==> config.mk <==
export PLATFORM = sky130hd
export DESIGN_NAME = fetch_pc_unit
export DESIGN_NICKNAME = d
export VERILOG_FILES = /design/src/rtl/fetch_pc_unit.sv
export SDC_FILE = /design/constraint.sdc
export NUM_CORES = 1
export LEC_CHECK = 0
export CAP_MARGIN = 20
export CORE_MARGIN = 4
export CORE_UTILIZATION = 55
export CTS_BUF_LIST = sky130_fd_sc_hd__clkbuf_16
export DETAILED_ROUTE_END_ITERATION = 10
export HOLD_SLACK_MARGIN = 0.03
export PLACE_DENSITY = 0.81
export SLEW_MARGIN = 25
export SYNTH_ARGS = -nofsm -noshare
export SYNTH_HDL_FRONTEND = slang
export SYNTH_SLANG_ARGS = --single-unit
==> constraint.sdc <==
create_clock -name clk -period 2.9 [get_ports clk]
set_clock_uncertainty 0.05 [all_clocks]
set_input_delay 0.435 -clock clk [delete_from_list [all_inputs] [get_ports clk]]
set_output_delay 0.435 -clock clk [all_outputs]
set_load 0.01 [all_outputs]
==> src/rtl/fetch_pc_unit.sv <==
// Fetch-stage PC sequencer: owns the fetch PC, issues one word request at a
// time to a variable-latency instruction memory, buffers responses in a small
// in-order queue and honours D-stage redirects with a single delay slot.
//   clk, reset (async, active low)
//   stall, redirect, next_pc      : decode-side hold / control-transfer target
//   im_req, im_addr               : memory request (held stable until im_ack)
//   im_ack, im_rdata              : memory response for the outstanding request
//   F_valid, F_PC, F_instr        : queue head presented to decode
module fetch_pc_unit #(
  parameter logic [31:0] RESET_PC = 32'h0000_3000,
  parameter int unsigned DEPTH    = 2
) (
  input  logic        clk,
  input  logic        reset,
  input  logic        stall,
  input  logic        redirect,
  input  logic [31:0] next_pc,
  output logic        im_req,
  output logic [31:0] im_addr,
  input  logic        im_ack,
  input  logic [31:0] im_rdata,
  output logic        F_valid,
  output logic [31:0] F_PC,
  output logic [31:0] F_instr
);

  localparam int unsigned PTR_W = (DEPTH > 1) ? $clog2(DEPTH) : 1;
  localparam int unsigned CNT_W = $clog2(DEPTH + 1);

  typedef enum logic [1:0] {
    IDLE = 2'd0,
    REQ  = 2'd1,
    DROP = 2'd2
  } state_t;

  typedef struct packed {
    logic [31:0] pc;
    logic [31:0] instr;
  } fq_entry_t;

  state_t             state_q, state_d;
  logic [31:0]        fetch_pc_q, fetch_pc_d;
  logic [31:0]        drop_addr_q, drop_addr_d;
  logic [31:0]        tgt_q, tgt_d;
  logic               pend_q, pend_d;
  logic [PTR_W-1:0]   rd_ptr_q, rd_ptr_d;
  logic [PTR_W-1:0]   wr_ptr_q, wr_ptr_d;
  logic [CNT_W-1:0]   count_q, count_d;
  fq_entry_t          fifo_q [DEPTH];

  logic               head_valid;
  logic               pop_c;
  logic               push_c;
  logic               redir_take;
  logic               ack_req;
  logic [31:0]        next_pc_w;
  fq_entry_t          push_entry;

  assign head_valid = (count_q != '0);
  assign pop_c      = head_valid && !stall;
  // A redirect while one is already pending cannot legally occur; drop it.
  assign redir_take = redirect && !stall && !pend_q;
  assign ack_req    = (state_q == REQ) && im_ack;
  assign next_pc_w  = {next_pc[31:2], 2'b00};
  assign push_entry = '{pc: fetch_pc_q, instr: im_rdata};

  // Next-state: queue bookkeeping, fetch PC update and request sequencing.
  always_comb begin
    state_d     = state_q;
    fetch_pc_d  = fetch_pc_q;
    drop_addr_d = drop_addr_q;
    tgt_d       = tgt_q;
    pend_d      = pend_q;
    rd_ptr_d    = rd_ptr_q;
    wr_ptr_d    = wr_ptr_q;
    count_d     = count_q;
    push_c      = 1'b0;

    if (redir_take && head_valid) begin
      // Head is the delay slot and pops into D; everything behind it is
      // wrong-path, as is any response arriving this cycle.
      rd_ptr_d   = wr_ptr_q;
      count_d    = '0;
      fetch_pc_d = next_pc_w;
    end else begin
      push_c = ack_req;
      if (push_c) begin
        fetch_pc_d = pend_q ? tgt_q : fetch_pc_q + 32'd4;
        pend_d     = 1'b0;
      end
      // Delay slot not yet returned: it is the next accepted response.
      if (redir_take) begin
        if (push_c) begin
          fetch_pc_d = next_pc_w;
        end else begin
          pend_d = 1'b1;
          tgt_d  = next_pc_w;
        end
      end
      if (pop_c)  rd_ptr_d = rd_ptr_q + PTR_W'(1);
      if (push_c) wr_ptr_d = wr_ptr_q + PTR_W'(1);
      count_d = count_q + CNT_W'(push_c) - CNT_W'(pop_c);
    end

    case (state_q)
      IDLE: begin
        if (count_d < CNT_W'(DEPTH)) state_d = REQ;
      end
      REQ: begin
        if (im_ack) begin
          state_d = (count_d < CNT_W'(DEPTH)) ? REQ : IDLE;
        end else if (redir_take && head_valid) begin
          // Outstanding request is now stale; keep presenting its address.
          state_d     = DROP;
          drop_addr_d = fetch_pc_q;
        end
      end
      DROP: begin
        if (im_ack) state_d = (count_d < CNT_W'(DEPTH)) ? REQ : IDLE;
      end
      default: state_d = IDLE;
    endcase
  end

  // State and queue registers.
  always_ff @(posedge clk or negedge reset) begin
    if (!reset) begin
      state_q     <= IDLE;
      fetch_pc_q  <= RESET_PC;
      drop_addr_q <= RESET_PC;
      tgt_q       <= '0;
      pend_q      <= 1'b0;
      rd_ptr_q    <= '0;
      wr_ptr_q    <= '0;
      count_q     <= '0;
      for (int i = 0; i < DEPTH; i++) fifo_q[i] <= '0;
    end else begin
      state_q     <= state_d;
      fetch_pc_q  <= fetch_pc_d;
      drop_addr_q <= drop_addr_d;
      tgt_q       <= tgt_d;
      pend_q      <= pend_d;
      rd_ptr_q    <= rd_ptr_d;
      wr_ptr_q    <= wr_ptr_d;
      count_q     <= count_d;
      if (push_c) fifo_q[wr_ptr_q] <= push_entry;
    end
  end

  assign im_req  = (state_q != IDLE);
  assign im_addr = (state_q == DROP) ? drop_addr_q : fetch_pc_q;
  assign F_valid = head_valid;
  assign F_PC    = head_valid ? fifo_q[rd_ptr_q].pc : RESET_PC;
  assign F_instr = head_valid ? fifo_q[rd_ptr_q].instr : 32'd0;

endmodule

==> results of run 1 <==
[critical path, stage by stage, from the launching register on]
cell and delay (ns):
dfrtp_1 0.46, nor2b_4 0.14, buf_4 0.30, mux2_2 0.38, clkdlybuf4s50_1 0.51
[cell usage after synthesis (8+ instances only)]
master | count | area share, %
clkbuf_1 | 42 | 1.4
nor2_1 | 88 | 2.9
buf_2 | 24 | 1.1
nand2_1 | 54 | 1.8
a21oi_1 | 22 | 0.98
o211ai_1 | 8 | 0.54
nand3_1 | 20 | 0.89
nand4_1 | 14 | 0.78
dfrtp_1 | 225 | 50
o22ai_1 | 18 | 1.0
xnor2_1 | 8 | 0.62
o21ai_0 | 32 | 1.4
mux2i_1 | 73 | 6.5
mux2_2 | 191 | 19
mux2_1 | 26 | 2.6
[state kept, by name, summed over array words and instances, names as in the netlist, named ones only]
name and cells:
pend_q 1, tgt_q 30, state_q 2, wr_ptr_q 1
rd_ptr_q 1, fifo_q 128, fetch_pc_q 31, drop_addr_q 32
count_q 2
[logic make-up after synthesis]
group,Yosys count
fa+ha+maj,3
flops,229
mux,290
simple gates,215
compound gates,120
xor+xnor,11
buf+inv,86
[area by class of cell]
class                      instances  share of cell area (%)
clock inverter                    17                   0.653
clock buffer                      25                    4.47
timing repair buffer             201                    14.5
tap                              265                    2.37
inverter                           8                   0.215
multi-input combinational        639                    36.7
sequential                       229                    41.0
[through the flow]
stage               util, %  setup WS, ns  area, um^2  cells
floorplan                 -         0.734       11200    954
global placement       67.0         0.264       13300   1340
detailed placement     67.0         0.229       13300   1340
CTS                    70.7        0.0441       14000   1383
global route           70.7        0.0289       14000   1384
finish                 70.7         0.105       14000   1384
[what timing repair did]
item                                    in CTS  in global routing
endpoints found under the hold margin       81                  0
hold buffers                                 1                  0
endpoints found under the setup margin       0                  4
resized for setup                            0                  0
buffers inserted                             0                  1
[routing by layer]
layer / share of wire (%) / vias up / wire length, um
met5: 0 / - / 0
met4: 2.1 / 0 / 582
met3: 6.5 / 49 / 1780
met2: 49 / 300 / 13300
met1: 43 / 4167 / 11600
li1: - / 3720 / -
[report_power, final]
| group | leakage (nW) | internal [mW] | switching, mW |
|---|---|---|---|
| combinational | 2.91 | 4.03 | 3.22 |
| sequential | 2.79 | 4.70 | 1.28 |
| clock | 0.391 | 1.63 | 1.21 |
[worst paths after layout]
path	from	endpoint	slack, ns	depth (start not counted)
worst max-delay path	state_q[0]	im_addr[1]	0.11	4
worst min-delay path	drop_addr_q[26]	drop_addr_q[26]	0.43	2
worst max register to register	flip-flop	fetch_pc_q[22]	0.49	6
worst min register to register	drop_addr_q[26]	drop_addr_q[26]	0.43	2
max in group asynchronous	reset	fetch_pc_q[13]	1.48	3
min in group asynchronous	reset	fifo_q[27]	0.45	2
==> key figures, run 1 <==
Synthesis
  – Share of flip-flops with an asynchronous set or reset: 100%
  – Post-synthesis adder-cell area fraction: 0.334%
  – Area share of and/or/nand/nor cells after synthesis: 9.09%
  – Synthesized cell area: 11200 um^2
  – Post-synthesis compound-gate area fraction: slightly below 7%
  – Synth Warn #: 0
  – Synthesized area per cell: 11.8 um^2
  – Synth Area in XOR/XNOR: 0.858%
  – Main combinational cell family by area after synthesis: multiplexers
  – Mux share of post-synthesis cell area: 28.3%
  – Synth Flop Type: dfrtp_1
  – Syn nets: 1026
  – Synth Register Bits: around 230
  – Syn Inst Count: between 900 and 1000
  – Register area share after synthesis: 51.1%
  – Synth cell types: 65
  – EDFF count, synth: 0

GRT
  – Global routing's busiest layer: met2
  – GRT overflow: 0
  – Number of global-route vias before repair: 8135
  – GR Util met3: 4.01%
  – Initial antenna violation count: 0
  – Gr usage total: 23.9%
  – Largest net degree at the start of global routing: 85
  – GR Layer Usage met2: 39.0%
  – First-pass GRT wire length: 43700 um
  – GRT met1 Usage: 33.9%

Detailed routing
  – Final WL: about 27000 um
  – Antenna viol nets, final: 0
  – DRC: 0
  – Routed vias: 8236
  – DRT Pass-1 Iters: 5
  – DR vias/cell: 5.95
  – Drt wl/cell: 19.7 um
  – Initial DRC Count: between 500 and 600

Power
  – Pleak: 6.09 nW
  – Tot Pwr: 16.1 mW
  – PD cells: 1150 nW/um^2
  – Max VDD drop: 0.622 mV

Timing
  – Fin crit period: 2.79 ns
  – Slew Limit Headroom: between 50% and 60%
  – # setup viols final: 0
  – Fmax: 358 MHz
  – RSZ-0062 raised after global routing: no
  – Worst slew pin tran: between 0.7 and 0.8 ns
  – Max Slew Vio Count: 0
  – Setup_tns: 0 ns
  – Final hold vios: 0
  – Period utilisation layout: between 90% and 100%
  – Hold slack: between 0.4 and 0.5 ns

Layout
  – N_diodes: 0
  – Ratio of cells with drive above 1 in the final layout: 24.8%
  – Commonest cells after routing, fill and taps aside: dfrtp_1 (224), mux2_2 (191), clkdlybuf4s50_1 (163), nor2_1 (87), mux2i_1 (73)
  – Nets: 1175
  – Register area: 5740 um^2
  – Fill cells: 1447
  – Area growth syn-to-layout: 24.7%
  – Commonest non-fill, non-tap cell in the layout: dfrtp_1
  – Area occupied by multi-input gates: 5140 um^2

Clocking
  – Clk root buf: clkbuf_16
  – Insertion delay to the later sink of the worst-skew pair: 0.52 ns
  – CTS sink count: 229
  – CTS tree: built
  – Clk slew on worst S/H paths: ~0.060 ns
  – Num CTS Buffers: 24
  – H-tree depth: 1
  – Clock Path Buffers: 3

Critical path
  – Critical path endpoint category: output pin
  – Critical path type: reg -> out
  – Required @ worst endpoint: 2.41 ns
  – Critical path launch point type: flip-flop
  – Crit path DAT: about 2.3 ns
  – Critical path fanouts, max: 20

Floorplan
  – Starting Density: 56.7%
  – Chip Width: 151 um
  – Die Ht: around 150 um
  – Core area: 19800 um^2
  – Row cnt: between 50 and 60
  – Die area: roughly 23000 um^2
  – Top Ports: 167

Placement
  – GPL Wtd Cong: 0.902
  – Dpl hpwl: 18300 um
  – Port bufs: 164

Min path
  – Min-Delay Path Class: reg -> reg

Run status
  – Status: finished, final reports clean

Run
  – Max cap viols: 0
Power figures use the tool's default switching activity.
==> run 2, diff against run 1 <==
Settings changed: CAP_MARGIN 20 to not set, GPL_TIMING_DRIVEN set to 0.
==> key figures, run 2 (synthesis gave the netlist of run 1 again) <==
Run status
  – Status: finished, final reports clean (unchanged)

Critical path
  – Critical path fanouts, max: 10 (was 20)
  – CP Buf/Inv Count: 3 (was 2)
  – Critical path launch point type: flip-flop (unchanged)
  – Top delay family on crit path: buffers and inverters (unchanged)
  – Crit path DAT: 2.33 ns (was 2.31 ns)
  – Cell Chain, Critical Path: nor2b_2 -> clkbuf_8 -> clkbuf_8 -> mux2_2 -> clkdlybuf4s50_1 (was nor2b_4 -> buf_4 -> mux2_2 -> clkdlybuf4s50_1)
  – FF-to-FF path depth: 12 (was 6)
  – Critical path type: reg -> out (unchanged)
  – R2R setup slack: 0.16 ns (was 0.49 ns)
  – CP max stage delay: 0.49 ns (was 0.51 ns)
  – Slowest cell on the critical path: clkdlybuf4s50_1 (unchanged)
  – Top cell by count, worst path: clkbuf_8
  – Worst R2R End: state_q[0] (was fetch_pc_q[22])
  – Critical path endpoint category: output pin (unchanged)
  – Required @ worst endpoint: 2.41 ns (about the same)
  – R2r startpoint: state_q[1]

Clocking
  – CTS sink count: 229 (unchanged)
  – H-tree depth: 1 (unchanged)
  – Num CTS Buffers: 23 (was 24)
  – Insertion delay to the later sink of the worst-skew pair: 0.50 ns (was 0.52 ns)
  – Clk slew on worst S/H paths: 0.06 ns (about the same)
  – Clk root buf: clkbuf_16 (unchanged)
  – Clock Path Buffers: 3 (unchanged)
  – CTS tree: built (unchanged)

GRT
  – Initial antenna violation count: 0 (unchanged)
  – Number of global-route vias before repair: 8301 (was 8135)
  – First-pass GRT wire length: 44300 um (was 43700 um)
  – Gr usage total: 24.6% (was 23.9%)
  – GRT overflow: 0 (unchanged)
  – Largest net degree at the start of global routing: 89 (was 85)

Timing
  – Final hold vios: 0 (unchanged)
  – Period utilisation layout: 97.0% (was 96.4%)
  – Worst slew pin tran: 1.07 ns (was 0.708 ns)
  – Hold slack: 0.401 ns (was 0.429 ns)
  – Max Slew Vio Count: 0 (unchanged)
  – Fin crit period: 2.81 ns (was 2.79 ns)
  – # setup viols final: 0 (unchanged)
  – Slew Limit Headroom: 27.8% (was 52.6%)
  – PnR worst setup slack: 0.0883 ns (was 0.105 ns)
  – Fmax: 356 MHz (was 358 MHz)

Floorplan
  – Starting Density: 56.7% (unchanged)
  – Core area: 19800 um^2 (unchanged)
  – Top Ports: 167 (unchanged)
  – Die Ht: 151 um (unchanged)
  – Die area: 22800 um^2 (unchanged)
  – Row cnt: 51 (unchanged)
  – Chip Width: 151 um (unchanged)

Power
  – Max VDD drop: 0.516 mV (was 0.622 mV)
  – Tot Pwr: 16.0 mW (was 16.1 mW)
  – Pleak: 6.12 nW (was 6.09 nW)
  – PD cells: 1140 nW/um^2 (was 1150 nW/um^2)

Layout
  – Fill cells: 1492 (was 1447)
  – N_diodes: 0 (unchanged)
  – Nets: 1219 (was 1175)
  – Commonest non-fill, non-tap cell in the layout: dfrtp_1 (unchanged)
  – Top Registers: fifo_q x128, drop_addr_q x32, fetch_pc_q x31 (unchanged)
  – Area growth syn-to-layout: 24.9% (was 24.7%)
  – Ratio of cells with drive above 1 in the final layout: 25.2% (was 24.8%)
  – Reg with most FFs: fifo_q (unchanged)
  – Flip-flop count of the largest register, all copies and words added: 128 (unchanged)
  – Commonest cells after routing, fill and taps aside: dfrtp_1 (224), mux2_2 (191), clkdlybuf4s50_1 (161), nor2_1 (87), mux2i_1 (73) (was dfrtp_1 (224), mux2_2 (191), clkdlybuf4s50_1 (163), nor2_1 (87), mux2i_1 (73))

Detailed routing
  – Initial DRC Count: 520 (was 587)
  – DRT Pass-1 Iters: 5 (unchanged)
  – Final WL: 27800 um (was 27300 um)
  – Routed vias: 8278 (was 8236)
  – Antenna viol nets, final: 0 (unchanged)
  – DRC: 0 (unchanged)
  – DR vias/cell: 5.80 (was 5.95)
  – Drt wl/cell: 19.5 um (was 19.7 um)

Placement
  – Port bufs: 164 (unchanged)
  – GPL Wtd Cong: 0.905 (was 0.902)
  – DP Worst Slack: -0.328 ns (was 0.229 ns)
  – Dpl hpwl: 19900 um (was 18300 um)

Min path
  – Min-Delay Path Class: in -> async (was reg -> reg)

Run
  – Max cap viols: 0 (unchanged)
## run 2: worst max path at each step
stage,from,endpoint,slack (ns),cells after the start
global placement,reset,drop_addr_q[29],-8.25,1
CTS,rd_ptr_q,F_instr[14],0.01,5
floorplan,state_q[1],state_q[0],0.73,11
finish,state_q[0],im_addr[22],0.09,5
global route,rd_ptr_q,F_PC[22],-0.0005,5
detailed placement,im_ack,state_q[0],-0.33,12
## run 2: report_power, final
part	total [mW]	internal [mW]	switching (mW)	leakage [nW]
sequential	5.54	4.69	0.851	2.79
clock	2.70	1.52	1.18	0.368
combinational	7.71	4.01	3.70	2.97
## run 2: layout make-up
| type | instances | area, um^2 | share of cell area [%] |
|---|---|---|---|
| buffer | 78 | 417 | 2.97 |
| multi-input combinational | 639 | 5110 | 36.5 |
| tap | 265 | 332 | 2.36 |
| sequential | 229 | 5740 | 40.9 |
| clock inverter | 17 | 98.8 | 0.705 |
| inverter | 8 | 30.0 | 0.214 |
| timing repair buffer | 168 | 1720 | 12.2 |
| clock buffer | 23 | 576 | 4.10 |
## run 2: timing repair
item                                    4_1_cts  5_1_grt
setup buffers                                 1        0
endpoints found under the hold margin        63        0
endpoints found under the setup margin       95       59
gates resized for setup                      30       14
hold buffers                                  1        0
## run 2: through the flow
step / util [%] / TNS (ns) / cell area, um^2 / cells
finish: 70.9 / 0 / 14000 / 1427
global route: 70.9 / -0.000541 / 14000 / 1427
CTS: 70.8 / 0 / 14000 / 1427
detailed placement: 67.0 / -12.64 / 13300 / 1385
global placement: 66.7 / -1882.39 / 13200 / 1383
floorplan: - / 0 / 11200 / 954
## run 2: layer usage
layer / global-route usage (%) / vias up / routed length, um
li1: - / 3805 / -
met1: 33.6 / 4141 / 11900
met3: 3.95 / 42 / 1880
met4: 5.44 / 0 / 547
met2: 41.6 / 290 / 13500
met5: 0 / - / 0
